**config.mk**
```make
export PLATFORM = sky130hd
export DESIGN_NAME = prog_loader
export DESIGN_NICKNAME = d
export VERILOG_FILES = /design/src/rtl/prog_loader.sv
export SDC_FILE = /design/constraint.sdc
export NUM_CORES = 1
export LEC_CHECK = 0
export BUFFER_PORTS_ARGS = -buffer_cell sky130_fd_sc_hd__buf_4
export CAP_MARGIN = 20
export CORE_MARGIN = 5
export CORE_UTILIZATION = 45
export CTS_CLUSTER_DIAMETER = 40
export DETAILED_ROUTE_END_ITERATION = 6
export GPL_ROUTABILITY_DRIVEN = 0
export REMOVE_ABC_BUFFERS = 1
export SKIP_LAST_GASP = 1
export SYNTH_ARGS = -nofsm -noshare
export SYNTH_HDL_FRONTEND = slang
export SYNTH_SLANG_ARGS = --single-unit
```
**constraint.sdc**
```tcl
create_clock -name clk -period 7.92 [get_ports clk]
set_input_delay 1.98 -clock clk [delete_from_list [all_inputs] [get_ports clk]]
set_output_delay 1.98 -clock clk [all_outputs]
set_load 0.05 [all_outputs]
```
**src/rtl/prog_loader.sv**
```systemverilog
// Program loader: parses a framed byte stream (sync, base, count, words, checksum),
// writes big-endian words into core memory and releases the core on a good frame.
module prog_loader #(
  parameter int ADDR_W    = 10,
  parameter int MEM_DEPTH = 1024
) (
  input  logic              clk,
  input  logic              rst_n,
  input  logic              in_valid,
  input  logic [7:0]        in_data,
  output logic              in_ready,
  output logic              mem_we,
  output logic [ADDR_W-1:0] mem_addr,
  output logic [15:0]       mem_wdata,
  output logic              core_start,
  output logic [ADDR_W-1:0] start_pc,
  output logic              load_done,
  output logic              load_err
);

  typedef enum logic [2:0] {
    S_IDLE, S_HDR, S_DATA_HI, S_DATA_LO, S_CHK, S_DONE, S_ERR
  } state_t;

  state_t              r_state, w_state_n;
  logic                r_in_ready;
  logic [1:0]          r_hidx;
  logic [15:0]         r_base;
  logic [7:0]          r_cnt_hi;
  logic [15:0]         r_cnt;
  logic [15:0]         r_widx;
  logic [7:0]          r_hi;
  logic [7:0]          r_sum;
  logic                r_mem_we;
  logic [ADDR_W-1:0]   r_mem_addr;
  logic [15:0]         r_mem_wdata;

  logic                w_acc, w_sync, w_hdr_ok;
  logic [15:0]         w_cnt;
  logic [16:0]         w_end;

  assign w_acc    = in_valid & r_in_ready;
  assign w_sync   = (in_data == 8'hA5);
  assign w_cnt    = {r_cnt_hi, in_data};
  // 17-bit sum so a huge base+count cannot wrap back into range
  assign w_end    = {1'b0, r_base} + {1'b0, w_cnt};
  assign w_hdr_ok = ((r_base >> ADDR_W) == 16'd0) && (w_end <= 17'(MEM_DEPTH));

  always_ff @(posedge clk or negedge rst_n) begin
    if (!rst_n) r_state <= S_IDLE;
    else        r_state <= w_state_n;
  end

  always_comb begin
    w_state_n = r_state;
    if (w_acc) begin
      case (r_state)
        S_IDLE:    if (w_sync) w_state_n = S_HDR;
        S_HDR:
          if (r_hidx == 2'd3) begin
            if (!w_hdr_ok)          w_state_n = S_ERR;
            else if (w_cnt == 16'd0) w_state_n = S_CHK;
            else                    w_state_n = S_DATA_HI;
          end
        S_DATA_HI: w_state_n = S_DATA_LO;
        S_DATA_LO: w_state_n = (r_widx + 16'd1 == r_cnt) ? S_CHK : S_DATA_HI;
        S_CHK:     w_state_n = (in_data == r_sum) ? S_DONE : S_ERR;
        S_ERR:     if (w_sync) w_state_n = S_HDR;
        default:   w_state_n = r_state;
      endcase
    end
  end

  always_comb begin
    load_done  = (r_state == S_DONE);
    core_start = (r_state == S_DONE);
    start_pc   = (r_state == S_DONE) ? r_base[ADDR_W-1:0] : '0;
    load_err   = (r_state == S_ERR);
  end

  always_ff @(posedge clk or negedge rst_n) begin
    if (!rst_n) begin
      r_in_ready  <= 1'b0;
      r_hidx      <= '0;
      r_base      <= '0;
      r_cnt_hi    <= '0;
      r_cnt       <= '0;
      r_widx      <= '0;
      r_hi        <= '0;
      r_sum       <= '0;
      r_mem_we    <= 1'b0;
      r_mem_addr  <= '0;
      r_mem_wdata <= '0;
    end else begin
      r_in_ready <= (w_state_n != S_DONE);
      r_mem_we   <= 1'b0;
      if (w_acc) begin
        case (r_state)
          S_IDLE, S_ERR:
            if (w_sync) begin
              r_sum  <= '0;
              r_hidx <= '0;
            end
          S_HDR: begin
            r_sum  <= r_sum + in_data;
            r_hidx <= r_hidx + 2'd1;
            case (r_hidx)
              2'd0: r_base[15:8] <= in_data;
              2'd1: r_base[7:0]  <= in_data;
              2'd2: r_cnt_hi     <= in_data;
              default: begin
                r_cnt  <= w_cnt;
                r_widx <= '0;
              end
            endcase
          end
          S_DATA_HI: begin
            r_sum <= r_sum + in_data;
            r_hi  <= in_data;
          end
          S_DATA_LO: begin
            r_sum       <= r_sum + in_data;
            r_mem_we    <= 1'b1;
            r_mem_wdata <= {r_hi, in_data};
            r_mem_addr  <= r_base[ADDR_W-1:0] + r_widx[ADDR_W-1:0];
            r_widx      <= r_widx + 16'd1;
          end
          default: ;
        endcase
      end
    end
  end

  assign in_ready  = r_in_ready;
  assign mem_we    = r_mem_we;
  assign mem_addr  = r_mem_addr;
  assign mem_wdata = r_mem_wdata;

endmodule

```
==> impl_metrics.ini, run 1 <==
[critical_path]
critPathLaunchType = input port
worst-setup-path-type = in2reg
required_ps = 8220
critPathArrivalTime_ps = 5290
worstPathMaxFanout = 10
endpoint_kind = register
r2r_cells = 11

[clocking]
cts_sinks = 105
cts_resized = 0
clk_latency_ps = 360
cts_buffer_depth = 2
cts_tree = built
clk_pin_slew_ps = 80
root_buffer = clkbuf_16
h-tree-depth = 3
cts_setup_buffers = 0
cts-buffers-inserted = 9
postCtsHoldBufs = 0

[grt]
first_global_vias = 4985
antenna_found_initial = 0
grt_pass1_wl_um = 25400
overflow = 0
track_usage_pct = 19.6
grt_max_degree = 67

[timing]
finClkSkew_ps = 8.94
finalHoldViolCount = 0
finalCriticalPeriod_ps = 4990
setup_ws_ps = 2930
max_slew_margin_pct = 35.0
fmax_mhz = 200
worst_pin_slew_ps = 969
post-route-period-util_pct = 63.0
rsz0062_at_grt = no
setup-violations-final = 0
hold-worst-slack_ps = 467
slew_violations = 0
final.setup.tns_ps = 0

[synthesis]
syn_inst = 653
synth-seq-cells = 105
synth_area_um2 = 6250
ys_warn_count = 0
synth_edf_count = 0
async_reset_ff_share_pct = 100
synthDistinctLibCells = 61
avgSynthCellArea_um2 = 9.57
synthFlopType = dfrtp_1
ys_seq_area_share_pct = 42.1

[floorplanning]
ioPinCount = 52
die_h_um = 128
coreArea_um2 = 13800
start_util_pct = 45.4
fp.dieW_um = 128
rows = 43
dieArea_um2 = 16300

[layout]
drive_gt1_share_pct = 17.9
fin_nets = 746
num_antenna_cells = 0
stdcell_count = 879
syn2layout_area_growth_pct = 13.8

[status]
status = finished, final reports clean

[routing]
vias_per_cell = 5.60
post-route-drc-count = 0
ant_nets = 0
initialDrtViolationCount = 241
vias = 4921
drt_wl_total_um = 15400
firstDrtPassIters = 5
wl_per_cell_um = 17.5

[place]
dp_cells = 863
portBuffers = 51
dp_worst_setup_slack_ps = 2580
hpwl_um = 10800

[power_and_ir_drop]
ir_worst_vdd_mv = 0.173
powerDensity_nw_per_um2 = 351
p_leak_nw = 3.40

[min_path]
hold-path-cell-count = 2
worstHoldPathType = reg2reg

[flow_run]
drv_cap = 0
==> kinds of logic after synthesis <==
kind of cell / synth area share (%)
DFF: 42.1
xor gates and xnor gates: 6.45
muxes: 8.61
adders and majority gates: 8.57
buffers and inverters: 2.92
AOI/OAI and AO/OA: 14.7
and+or+nand+nor: 16.7
==> state kept, by name (all words and copies together) (netlist names), 3 cells and up <==
register,count
r_sum,8
r_widx,16
r_hi,8
r_cnt,16
mem_wdata,16
r_state,3
r_base,16
mem_addr,10
r_cnt_hi,8
==> synth_stat cells, types with 3 or more instances <==
cell	count	area, um^2
dfrtp_1	105	2630
nand2_1	105	394
mux2_2	46	518
o21ai_0	45	225
ha_1	38	475
nor2_1	31	116
xnor2_1	30	263
a21oi_1	29	145
clkbuf_1	22	82.6
inv_1	17	63.8
xor2_1	16	140
a21o_1	14	105
nand3_1	14	70.1
and2_1	13	81.3
nor3_1	11	55.1
o22ai_1	11	68.8
o31ai_1	9	67.6
and3_1	8	50.1
nand4_1	8	50.1
nor4_1	8	50.1
nand2b_1	4	25.0
nor2b_1	4	25.0
o211ai_1	4	30.0
a31oi_1	3	18.8
fa_1	3	60.1
o21a_1	3	22.5
o21ai_1	3	15.0
==> metrics by stage <==
| step | total power, W | util [%] | instance area, um^2 |
|---|---|---|---|
| detailed placement | 0.00202 | 49.3 | 6790 |
| floorplan | 0.00169 | - | 6140 |
| global placement | 0.00199 | 49.3 | 6790 |
| CTS | 0.00252 | 51.6 | 7110 |
| global route | 0.00268 | 51.6 | 7110 |
| finish | 0.00250 | 51.6 | 7110 |
==> cells in the final DEF (no fill, tap or decap), types with 13 or more instances in the layout <==
cell and instances:
xnor2_1 30, a21oi_1 29, buf_4 57, ha_1 38, a21o_1 14, mux2_2 46
nand3_1 14, o21ai_0 45, nor2_1 31, inv_1 17, dfrtp_1 105, and2_1 13
xor2_1 16, nand2_1 105
==> metal layers <==
metal | GRT usage (%) | wire [um] | up-vias
met5 | 0 | 0 | -
met3 | 3.00 | 653 | 21
li1 | - | - | 2413
met1 | 27.0 | 7320 | 2367
met2 | 30.8 | 7020 | 120
met4 | 8.43 | 363 | 0
==> final timing paths <==
path / from / end / slack [ps]
setup / recovery: in_data[0] / in_ready / 2930
hold reg to reg: r_hi[2] / mem_wdata[10] / 470
setup reg to reg: r_base[0] / in_ready / 4240
max in group asynchronous: rst_n / r_base[8] / 5070
min in group asynchronous: rst_n / mem_addr[8] / 1600
hold / removal: r_hi[2] / mem_wdata[10] / 470
==> power by group <==
part	switching, W	leakage, nW	internal (W)
clock	0.000221	0.158	0.000262
sequential	0.000163	1.37	0.000708
combinational	0.000694	1.86	0.000450
total	0.00108	3.40	0.00142
==> critical path, stage by stage <==
cell	delay, ps
buf_4	160
ha_1	240
fa_1	430
xor2_1	180
nor3_1	160
o21ai_1	90
or4_1	510
or4_1	530
o41a_1	450
nor3_2	190
a41o_1	210
a311o_1	170
==> layout make-up <==
class                      instances  area [um^2]
fill                            1290         6670
clock buffer                      10          239
inverter                          19         71.3
sequential                       105         2630
tap                              180          225
clock inverter                     6         78.8
timing repair buffer              57          428
multi-input combinational        502         3440
No activity file was read; power rests on OpenSTA's default activity.
==> inputs of run 2 (changes only) <==
Settings changed: ABC_AREA from default to 1.
Clock period 7.92 ns to 5.2 ns, I/O delays scaled along.
==> impl_metrics.ini, run 2 <==
[critical_path]
critPathArrivalTime_ps = 1930
worstPathMaxFanout = 10
critPathMaxStageDelay_ps = 440
path_cells = nand2_1 > nor2_1 > clkinv_1 > nor2_1 > buf_4
path_common_cell = nor2_1
critPathLaunchType = register
endpoint_kind = output pin
worst-setup-path-type = reg2out
crit_slowest_cell = dfrtp_1
required_ps = 3900

[synthesis]
ys_seq_area_share_pct = 40.2
synth_edf_count = 0
ys_warn_count = 0
synth_area_leaders = dfrtp_1, nand2_1, ha_1
synthFlopType = dfrtp_1
synth_top_cell_by_area = dfrtp_1
synth_area_um2 = 6530
yosysMostFrequentCell = nand2_1
synthDistinctLibCells = 42
syn_inst = 896
synth-seq-cells = 105
async_reset_ff_share_pct = 100
synth_commonest_cells = nand2_1, inv_1, dfrtp_1
synth_top_cell_area_share_pct = 40.2
avgSynthCellArea_um2 = 7.29

[clocking]
postCtsHoldBufs = 0
root_buffer = clkbuf_16
cts_tree = built
cts-buffers-inserted = 9
cts_sinks = 105
cts_resized = 0
h-tree-depth = 3
clk_latency_ps = 360
cts_setup_buffers = 0
clk_pin_slew_ps = 80
cts_buffer_depth = 2

[routing]
post-route-drc-count = 0
ant_nets = 0
initialDrtViolationCount = 294
firstDrtPassIters = 5
wl_per_cell_um = 15.1
drt_wl_total_um = 17100
vias_per_cell = 5.06
vias = 5743

[floorplanning]
coreArea_um2 = 14400
die_h_um = 130
start_util_pct = 45.5
ioPinCount = 52
dieArea_um2 = 17000
rows = 44
fp.dieW_um = 130

[timing]
setup-violations-final = 0
final.setup.tns_ps = 0
finalHoldViolCount = 0
finalCriticalPeriod_ps = 3230
finClkSkew_ps = 10.5
worst_pin_slew_ps = 564
slew_violations = 0
post-route-period-util_pct = 62.1
rsz0062_at_grt = no
fmax_mhz = 310
max_slew_margin_pct = 62.3

[min_path]
worstHoldPathType = reg2reg

[grt]
antenna_found_initial = 0
track_usage_pct = 21.0
grt_pass1_wl_um = 27600
grt_max_degree = 54
overflow = 0
first_global_vias = 5202

[place]
hpwl_um = 13100
placed_cell_area_um2 = 7120
portBuffers = 51

[layout]
drive_gt1_share_pct = 9.77
mostFrequentLayoutCells = nand2_1, inv_1, dfrtp_1, o21ai_0, nor2_1
nFillCells = 1428
fin_nets = 999
final_core_utilization_pct = 51.7
design_area_um2 = 7420
layout_commonest_cell = nand2_1
num_antenna_cells = 0
syn2layout_area_growth_pct = 13.6

[power_and_ir_drop]
p_leak_nw = 3.87
swShare_pct = 47.6
p_seq_share_pct = 34.5
powerDensity_nw_per_um2 = 576
p_switching_w = 0.00203
p_clk_share_pct = 16.6
cell_internal_pwr_w = 0.00224
p_comb_share_pct = 48.9
ir_worst_vdd_mv = 0.275

[flow_run]
drv_cap = 0

[status]
status = finished, final reports clean
==> run 2: cell count changes after synthesis, sizes merged, moves of 7 or more <==
cell | previous run | this run
nand2 | 105 | 294
inv | 17 | 123
nand3 | 14 | 65
mux2 | 46 | 2
nor2 | 31 | 71
o21ai | 49 | 79
xnor2 | 30 | 10
a21o | 14 | 1
and2 | 13 | 2
xor2 | 16 | 6
a21oi | 31 | 23
clkbuf | 22 | 14
and3 | 8 | 1
o31ai | 9 | 2
==> run 2: final timing paths <==
check,startpoint,to,slack (ps),depth (start not counted)
worst max-delay path,r_state[2],start_pc[0],1970,5
worst min-delay path,r_hi[1],mem_wdata[9],480,2
worst max register to register,r_base[0],in_ready,2610,16
worst min register to register,r_hi[1],mem_wdata[9],480,2
max in group asynchronous,rst_n,r_hidx[0],3430,2
min in group asynchronous,rst_n,mem_wdata[8],890,1
==> run 2: cells by family (layout without fill, tap and decap cells) <==
kind of cell    after synthesis  count (layout)  synth area share [%]
xor+xnor                     17              17                  2.49
simple gates                465             465                  30.2
flops                       105             105                  40.2
compound gates              124             124                  10.3
fa+ha+maj                    41              41                  8.20
mux                           2               2                 0.345
buf+inv                     142             198                  8.23
==> run 2: cell type report <==
cell class	instances	area, um^2	area share, %
tap	184	230	3.10
clock buffer	10	239	3.22
timing repair buffer	56	420	5.66
clock inverter	6	66.3	0.893
multi-input combinational	649	3370	45.4
inverter	126	473	6.37
sequential	105	2630	35.4
==> run 2: critical path, delay by kind of cell, from the launching register on <==
family                 cells  cell delay (ps)
buffers and inverters      2              590
AND/OR/NAND/NOR            3              520
flip-flops                 1              440
==> run 2: stage by stage <==
| step | power (W) | setup WS [ps] | cells | hold WS (ps) |
|---|---|---|---|---|
| global route | 0.00463 | 1750 | 1136 | 491 |
| CTS | 0.00430 | 1910 | 1136 | 475 |
| finish | 0.00428 | 1970 | 1136 | 477 |
| floorplan | 0.00296 | 726 | 880 | 442 |
| global placement | 0.00357 | 1700 | 1120 | 457 |
| detailed placement | 0.00358 | 1690 | 1120 | 460 |
==> run 2: per-layer routing <==
| metal | wire length [um] | GRT usage [%] | up-vias | share of wire (%) |
|---|---|---|---|---|
| met3 | 653 | 3.86 | 37 | 3.8 |
| met2 | 7250 | 31.3 | 116 | 42 |
| met1 | 8530 | 29.9 | 2603 | 50 |
| met4 | 715 | 9.62 | 0 | 4.2 |
| met5 | 0 | 0 | - | 0 |
| li1 | - | - | 2987 | - |
==> run 2: power groups by stage <==
| stage | Sequential (W) | Clock [W] | Combinational [W] |
|---|---|---|---|
| finish | 0.00148 | 0.000709 | 0.00209 |
| CTS | 0.00147 | 0.000725 | 0.00210 |
| floorplan | 0.00170 | 0 | 0.00126 |
| global route | 0.00152 | 0.000755 | 0.00236 |
| detailed placement | 0.00149 | 0 | 0.00209 |
| global placement | 0.00148 | 0 | 0.00208 |
